File: src/rtl/operand_sel_pipe.sv
// operand_sel_pipe: registered N:1 operand selector with skid entry, flush and
// out-of-range select detection; in_ready is a flop that mirrors skid emptiness.
module operand_sel_pipe #(
  parameter int WIDTH = 16,
  parameter int NUM_IN = 2,
  parameter logic [WIDTH-1:0] RESET_VAL = '0,
  localparam int SEL_W = NUM_IN > 1 ? $clog2(NUM_IN) : 1
) (
  input  logic                    clk,
  input  logic                    rst_n,
  input  logic [NUM_IN*WIDTH-1:0] in_data,
  input  logic [SEL_W-1:0]        sel,
  input  logic                    in_valid,
  output logic                    in_ready,
  input  logic                    flush,
  output logic [WIDTH-1:0]        out_data,
  output logic                    out_valid,
  input  logic                    out_ready,
  output logic                    out_err,
  output logic                    err_sticky
);
  logic [WIDTH-1:0] cap_data, skid_data;
  logic cap_err, skid_err, skid_valid, accept, drain;
  always_comb begin
    cap_data = RESET_VAL;
    cap_err = 1'b1;
    for (int i = 0; i < NUM_IN; i++)
      if (sel == SEL_W'(i)) begin
        cap_data = in_data[i*WIDTH +: WIDTH];
        cap_err = 1'b0;
      end
  end
  assign accept = in_valid & in_ready;
  assign drain = out_valid & out_ready;
  // flush drops both entries but leaves out_data/out_err holding their last beat
  always_ff @(posedge clk or negedge rst_n)
    if (!rst_n) begin
      out_data <= RESET_VAL;
      out_err <= 1'b0;
      out_valid <= 1'b0;
      skid_data <= RESET_VAL;
      skid_err <= 1'b0;
      skid_valid <= 1'b0;
      in_ready <= 1'b1;
      err_sticky <= 1'b0;
    end else begin
      err_sticky <= err_sticky | (accept & cap_err);
      if (flush) begin
        out_valid <= 1'b0;
        skid_valid <= 1'b0;
        in_ready <= 1'b1;
      end else if (skid_valid) begin
        if (drain) begin
          out_data <= skid_data;
          out_err <= skid_err;
          skid_valid <= 1'b0;
          in_ready <= 1'b1;
        end
      end else if (accept & (drain | !out_valid)) begin
        out_data <= cap_data;
        out_err <= cap_err;
        out_valid <= 1'b1;
      end else if (accept) begin
        skid_data <= cap_data;
        skid_err <= cap_err;
        skid_valid <= 1'b1;
        in_ready <= 1'b0;
      end else if (drain) begin
        out_valid <= 1'b0;
      end
    end
endmodule
File: config.mk
export PLATFORM = sky130hd
export DESIGN_NAME = operand_sel_pipe
export DESIGN_NICKNAME = d
export VERILOG_FILES = /design/src/rtl/operand_sel_pipe.sv
export SDC_FILE = /design/constraint.sdc
export NUM_CORES = 1
export LEC_CHECK = 0
export ABC_AREA = 0
export CORE_MARGIN = 2
export CORE_UTILIZATION = 49
export DETAILED_ROUTE_END_ITERATION = 16
export PLACE_DENSITY = 0.93
export SETUP_SLACK_MARGIN = 0.2
export SYNTH_ARGS = -nofsm -noshare
export SYNTH_HDL_FRONTEND = slang
export SYNTH_SLANG_ARGS = --single-unit
File: constraint.sdc
create_clock -name clk -period 2.9 [get_ports clk]
set_clock_uncertainty 0.1 [all_clocks]
set_input_delay 0.58 -clock clk [delete_from_list [all_inputs] [get_ports clk]]
set_output_delay 0.58 -clock clk [all_outputs]
set_load 0.05 [all_outputs]
==> results of run 1 <==
## per-layer routing
layer  track usage (%)  vias to the layer above  part of all wire [%]
li1                  -                      637                     -
met1              21.8                      597                    43
met2              32.0                       36                    51
met3              4.40                        3                   5.2
met4              5.59                        0                  0.53
met5                 0                        -                     0
## state kept, by name, summed over array words and instances, names as in the netlist
signal and flops:
out_data 16, out_valid 1, skid_valid 1, skid_data 16, in_ready 1
## area by class of cell
| class | count | share of cell area, % |
|---|---|---|
| multi-input combinational | 94 | 31.8 |
| tap | 46 | 2.44 |
| sequential | 35 | 37.2 |
| inverter | 17 | 2.71 |
| timing repair buffer | 58 | 24.1 |
| clock buffer | 6 | 1.75 |
## cells by family (layout without fill, tap and decap cells)
logic type | count (synthesis) | count (layout)
simple gates | 20 | 20
other cells | 1 | 2
flops | 35 | 35
mux | 48 | 48
buf+inv | 29 | 81
compound gates | 24 | 24
## worst paths after layout
check                             from            end  slack, ns  depth (start not counted)
min in group clk           out_data[0]    out_data[0]       0.42                          1
setup reg to reg            skid_valid   out_data[13]       0.92                          4
hold / removal                   rst_n  skid_data[15]       0.21                          1
max in group asynchronous        rst_n    out_data[3]       2.00                          1
setup / recovery              in_ready       in_ready       0.47                          1
hold reg to reg            out_data[0]    out_data[0]       0.42                          1
## metrics by stage
step,utilization (%),power [W]
floorplan,-,0.00130
global placement,67.8,0.00157
detailed placement,67.8,0.00160
CTS,69.0,0.00182
global route,69.0,0.00190
finish,69.0,0.00181
## report_power, final
group,internal (W),leakage (nW),switching [W]
sequential,0.000661,0.396,0.000102
combinational,0.000329,0.727,0.000487
clock,0.0000862,0.0242,0.000142
## cell usage after synthesis
| cell type | n |
|---|---|
| o21bai_1 | 1 |
| a211oi_1 | 1 |
| clkbuf_1 | 3 |
| conb_1 | 1 |
| o21ai_0 | 17 |
| or4b_4 | 1 |
| a221oi_2 | 1 |
| buf_2 | 3 |
| nand3b_1 | 1 |
| a21oi_1 | 3 |
| mux2i_1 | 32 |
| nand3b_4 | 1 |
| nand2_1 | 17 |
| dfstp_2 | 1 |
| buf_6 | 3 |
| buf_12 | 1 |
| a31oi_1 | 1 |
| mux2_2 | 16 |
| inv_1 | 17 |
| dfrtp_1 | 34 |
| buf_4 | 2 |
==> metrics.cfg, run 1 <==
[finish]
multi_input_area_um2 = 749
areaGrowthSynthToFinish_pct = 32.3
mostFrequentLayoutCell = clkdlybuf4s50_1
layout_common_cells = 54 x clkdlybuf4s50_1, 34 x dfrtp_1, 32 x mux2i_1
regArea_um2 = 877
fin_area_um2 = 2360
drive_gt1_share_pct = 13.8
final_cells = 256
nets = 249
antenna_cells = 0
fill_cells = 256

[setup_path]
startpoint_type = flop
max_stage_delay_ns = 0.82
worstPathArrival_ns = 1.75
slowest_stage = clkdlybuf4s50_1
crit_type = reg -> out
critPathBufInv = 1
crit_chain = clkdlybuf4s50_1
cp.required_ns = 2.22
critPathTopFamily = buffers and inverters
end_kind = output pin
crit_fanout = 5

[yosys]
synthCells = 157
ys_ff_latch = 35
synth_fa_ha_area_share_pct = 0
synth_cell_types = 21
synth_seq_area_share_pct = 49.2
avgSynthCellArea_um2 = 11.3
synth-simple-area-share_pct = 5.90
yosysWarnings = 0
synth_area_leaders = dfrtp_1 48%, mux2i_1 18%, mux2_2 10%
yosysTopAreaCellShare_pct = 47.8
synth_top_area_cell = dfrtp_1
synth_top_family_by_area = multiplexers
synth-xor-area-share_pct = 0
muxShareOfSynthArea_pct = 28.1
synth_compound_area_share_pct = 7.65
synth_area_um2 = 1780

[die]
die_h_um = 64.3
die_area_um2 = 4130
die_x_um = 64.3
rows = 21
num_io_pins = 58
start_util_pct = 52.2
coreArea_um2 = 3420

[clock_network]
clock_latency_ns = 0.32
cts_buffers = 5
cts_root_buffer = clkbuf_4
clock_path_buffers = 2
cts.sinks = 35
cts_resized = 0
cts_max_level = 2
cts_tree = yes
cts_hold_buffers = 0
clk_pin_slew_worst_paths_ns = 0.10
post_cts_buffers = 0

[drt]
vias = 1273
dr.pass1.iters = 6
wl_per_cell_um = 13.2
drc = 0
final_antenna_net_count = 0
drt-initial-drc-count = 46
vias_per_cell = 4.97
wirelength_um = 3390

[flow_run]
drv_cap = 0

[sta]
min_period_over_period_pct = 83.8
fin_tns_setup_ns = 0
final_max_slew_viol_count = 0
final-setup-viol-count = 0
rsz0062_at_grt = false
fin_ws_ns = 0.469
finalHoldViolCount = 0
relSlewSlack_pct = 49.6
period_needed_ns = 2.43
hold_slack_ns = 0.214
fmax_ghz = 0.411
worstMarginPinSlew_ns = 0.757

[global_route]
antenna_found_initial = 0
grtUsageTotal_pct = 18.1
grt_pass1_wl_um = 5780
grt_pass1_vias = 1298
grt-ovfl-total = 0
grt_max_degree = 36

[placement]
dpl.hpwl_um = 2490
gp_congestion = 0.767
dp.cells = 250
place_ws_ns = 0.548
placed_cell_area_um2 = 2320
port_buffers = 55

[status]
status = complete, no violations

[power_and_ir_drop]
p_per_area_nw_per_um2 = 766
ir_drop_v = 0.000404
power_leakage_nw = 1.15

[min_path]
worst_hold_path_type = in -> async

Note: power is estimated with default switching activity, not from simulation.
==> run 2: changes to the inputs <==
--- a/config.mk
+++ b/config.mk
@@ -7,9 +7,9 @@
 export LEC_CHECK = 0
 export ABC_AREA = 0
 export CORE_MARGIN = 2
-export CORE_UTILIZATION = 49
+export CORE_UTILIZATION = 41
 export DETAILED_ROUTE_END_ITERATION = 16
-export PLACE_DENSITY = 0.93
+export PLACE_DENSITY = 0.84
 export SETUP_SLACK_MARGIN = 0.2
 export SYNTH_ARGS = -nofsm -noshare
 export SYNTH_HDL_FRONTEND = slang
==> constraint.sdc (replaced) <==
create_clock -name clk -period 2.18 [get_ports clk]
set_clock_uncertainty 0.1 [all_clocks]
set_input_delay 0.436 -clock clk [delete_from_list [all_inputs] [get_ports clk]]
set_output_delay 0.436 -clock clk [all_outputs]
set_load 0.05 [all_outputs]
==> metrics.cfg, run 2 (synthesis gave the netlist of run 1 again) <==
[setup_path]
r2r_setup_slack_ns = 0.32  ; -0.60 ns
r2r_cells = 3  ; -1
r2r_start = in_ready
timing.rr.end = skid_data[6]
cp.required_ns = 2.25  ; +0.03 ns
crit_type = in -> reg
endpoint = out_data[13]
worstPathArrival_ns = 1.97  ; +0.22 ns
end_kind = flop
critPathLaunch = out_ready
startpoint_type = input pin
crit_fanout = 9  ; +4

[drt]
dr.pass1.iters = 4  ; -2
drc = 0  ; unchanged
wl_per_cell_um = 13.2  ; -0.44%
wirelength_um = 3520  ; +3.8%
vias_per_cell = 4.94  ; -0.73%
final_antenna_net_count = 0  ; unchanged
vias = 1318  ; +3.5%
drt-initial-drc-count = 48  ; +4.3%

[status]
status = complete, no violations

[global_route]
antenna_found_initial = 0  ; unchanged
grt_max_degree = 36  ; unchanged
grtUsageTotal_pct = 16.5  ; -1.7 points
grt_pass1_wl_um = 6460  ; +12%
grt_pass1_vias = 1388  ; +6.9%
grt-ovfl-total = 0  ; unchanged

[sta]
fin_ws_ns = 0.275  ; -0.194 ns
fmax_ghz = 0.525
period_needed_ns = 1.90
final-setup-viol-count = 0  ; unchanged
rsz0062_at_grt = false
final_max_slew_viol_count = 0  ; unchanged
min_period_over_period_pct = 87.4
worstMarginPinSlew_ns = 0.747  ; -0.00990 ns
relSlewSlack_pct = 50.2  ; +0.66 points
finalHoldViolCount = 0  ; unchanged

[clock_network]
post_cts_buffers = 0  ; unchanged
cts_max_level = 2  ; unchanged
cts_buffers = 5  ; unchanged
cts.sinks = 35  ; unchanged
cts_resized = 10  ; +10
clk_pin_slew_worst_paths_ns = 0.07  ; -0.03 ns
cts_root_buffer = clkbuf_8
clock_path_buffers = 2  ; unchanged
cts_hold_buffers = 0  ; unchanged
clock_latency_ns = 0.29  ; -0.03 ns
cts_tree = yes

[placement]
port_buffers = 55  ; unchanged
dp.cells = 259  ; +3.6%
gp_congestion = 0.682  ; -11%
dpl.hpwl_um = 2690  ; +8.1%
place_ws_ns = -0.0460  ; -0.594 ns

[finish]
antenna_cells = 0  ; unchanged
final_cells = 267  ; +4.3%
areaGrowthSynthToFinish_pct = 38.1
drive_gt1_share_pct = 18.0  ; +4.2 points
utilization_pct = 60.2  ; -8.8 points
mostFrequentLayoutCell = clkdlybuf4s50_1
nets = 254  ; +2.0%
top_regs = out_data: 16 flops, skid_data: 16 flops
layout_common_cells = 36 x clkdlybuf4s50_1, 33 x dfrtp_1, 32 x mux2i_1

[die]
die_h_um = 69.9  ; +8.7%
die_x_um = 69.9  ; +8.7%
num_io_pins = 58  ; unchanged
coreArea_um2 = 4090  ; +20%
rows = 23  ; +9.5%
start_util_pct = 43.6  ; -8.6 points
die_area_um2 = 4890  ; +18%

[power_and_ir_drop]
ir_drop_v = 0.000458  ; +13%
p_per_area_nw_per_um2 = 1020  ; +33%
power_leakage_nw = 1.28  ; +11%

[min_path]
worst_hold_path_type = in -> async

[flow_run]
drv_cap = 0  ; unchanged

[run 2: final cells by class]
type	instances	area, um^2
Sequential cell	35	882
Tap cell	50	62.6
Inverter	17	63.8
Multi-Input combinational cell	94	761
Clock inverter	3	15.0
Timing Repair Buffer	63	608
Clock buffer	5	68.8
Fill cell	352	1630
[run 2: power by group]
group          total [W]  switching, W  leakage, nW  internal [W]
logic            0.00105      0.000657        0.834      0.000393
registers        0.00100      0.000121        0.394      0.000883
clock network   0.000448      0.000229       0.0477      0.000218
[run 2: critical path, stage by stage]
cell	delay, ns
clkdlybuf4s50_1	0.55
inv_1	0.11
a221oi_4	0.29
buf_4	0.23
mux2_2	0.35
[run 2: per-layer routing]
metal,track usage (%),vias to the layer above,part of all wire (%)
met1,19.8,633,41
met2,28.8,36,51
met5,0,-,0
li1,-,644,-
met4,3.85,0,0.85
met3,5.19,5,7.0
[run 2: worst min path at each step]
stage	from	to	slack [ns]	cells after the start
final	rst_n	skid_data[0]	0.11	1
after global routing	rst_n	skid_data[9]	0.19	1
after CTS	rst_n	skid_data[11]	0.14	1
after detailed placement	out_data[14]	out_data[14]	0.40	1
after global placement	out_data[7]	out_data[7]	0.39	1
after floorplan	rst_n	out_data[0]	0.04	0
[run 2: metrics by stage]
step / area [um^2] / total power [W] / TNS, ns / hold slack, ns
after floorplan: 1800 / 0.00173 / 0 / 0.0404
after global placement: 2370 / 0.00210 / 0 / 0.391
after detailed placement: 2370 / 0.00213 / -0.636 / 0.396
after CTS: 2440 / 0.00254 / 0 / 0.139
after global routing: 2460 / 0.00266 / 0 / 0.185
final: 2460 / 0.00250 / 0 / 0.114
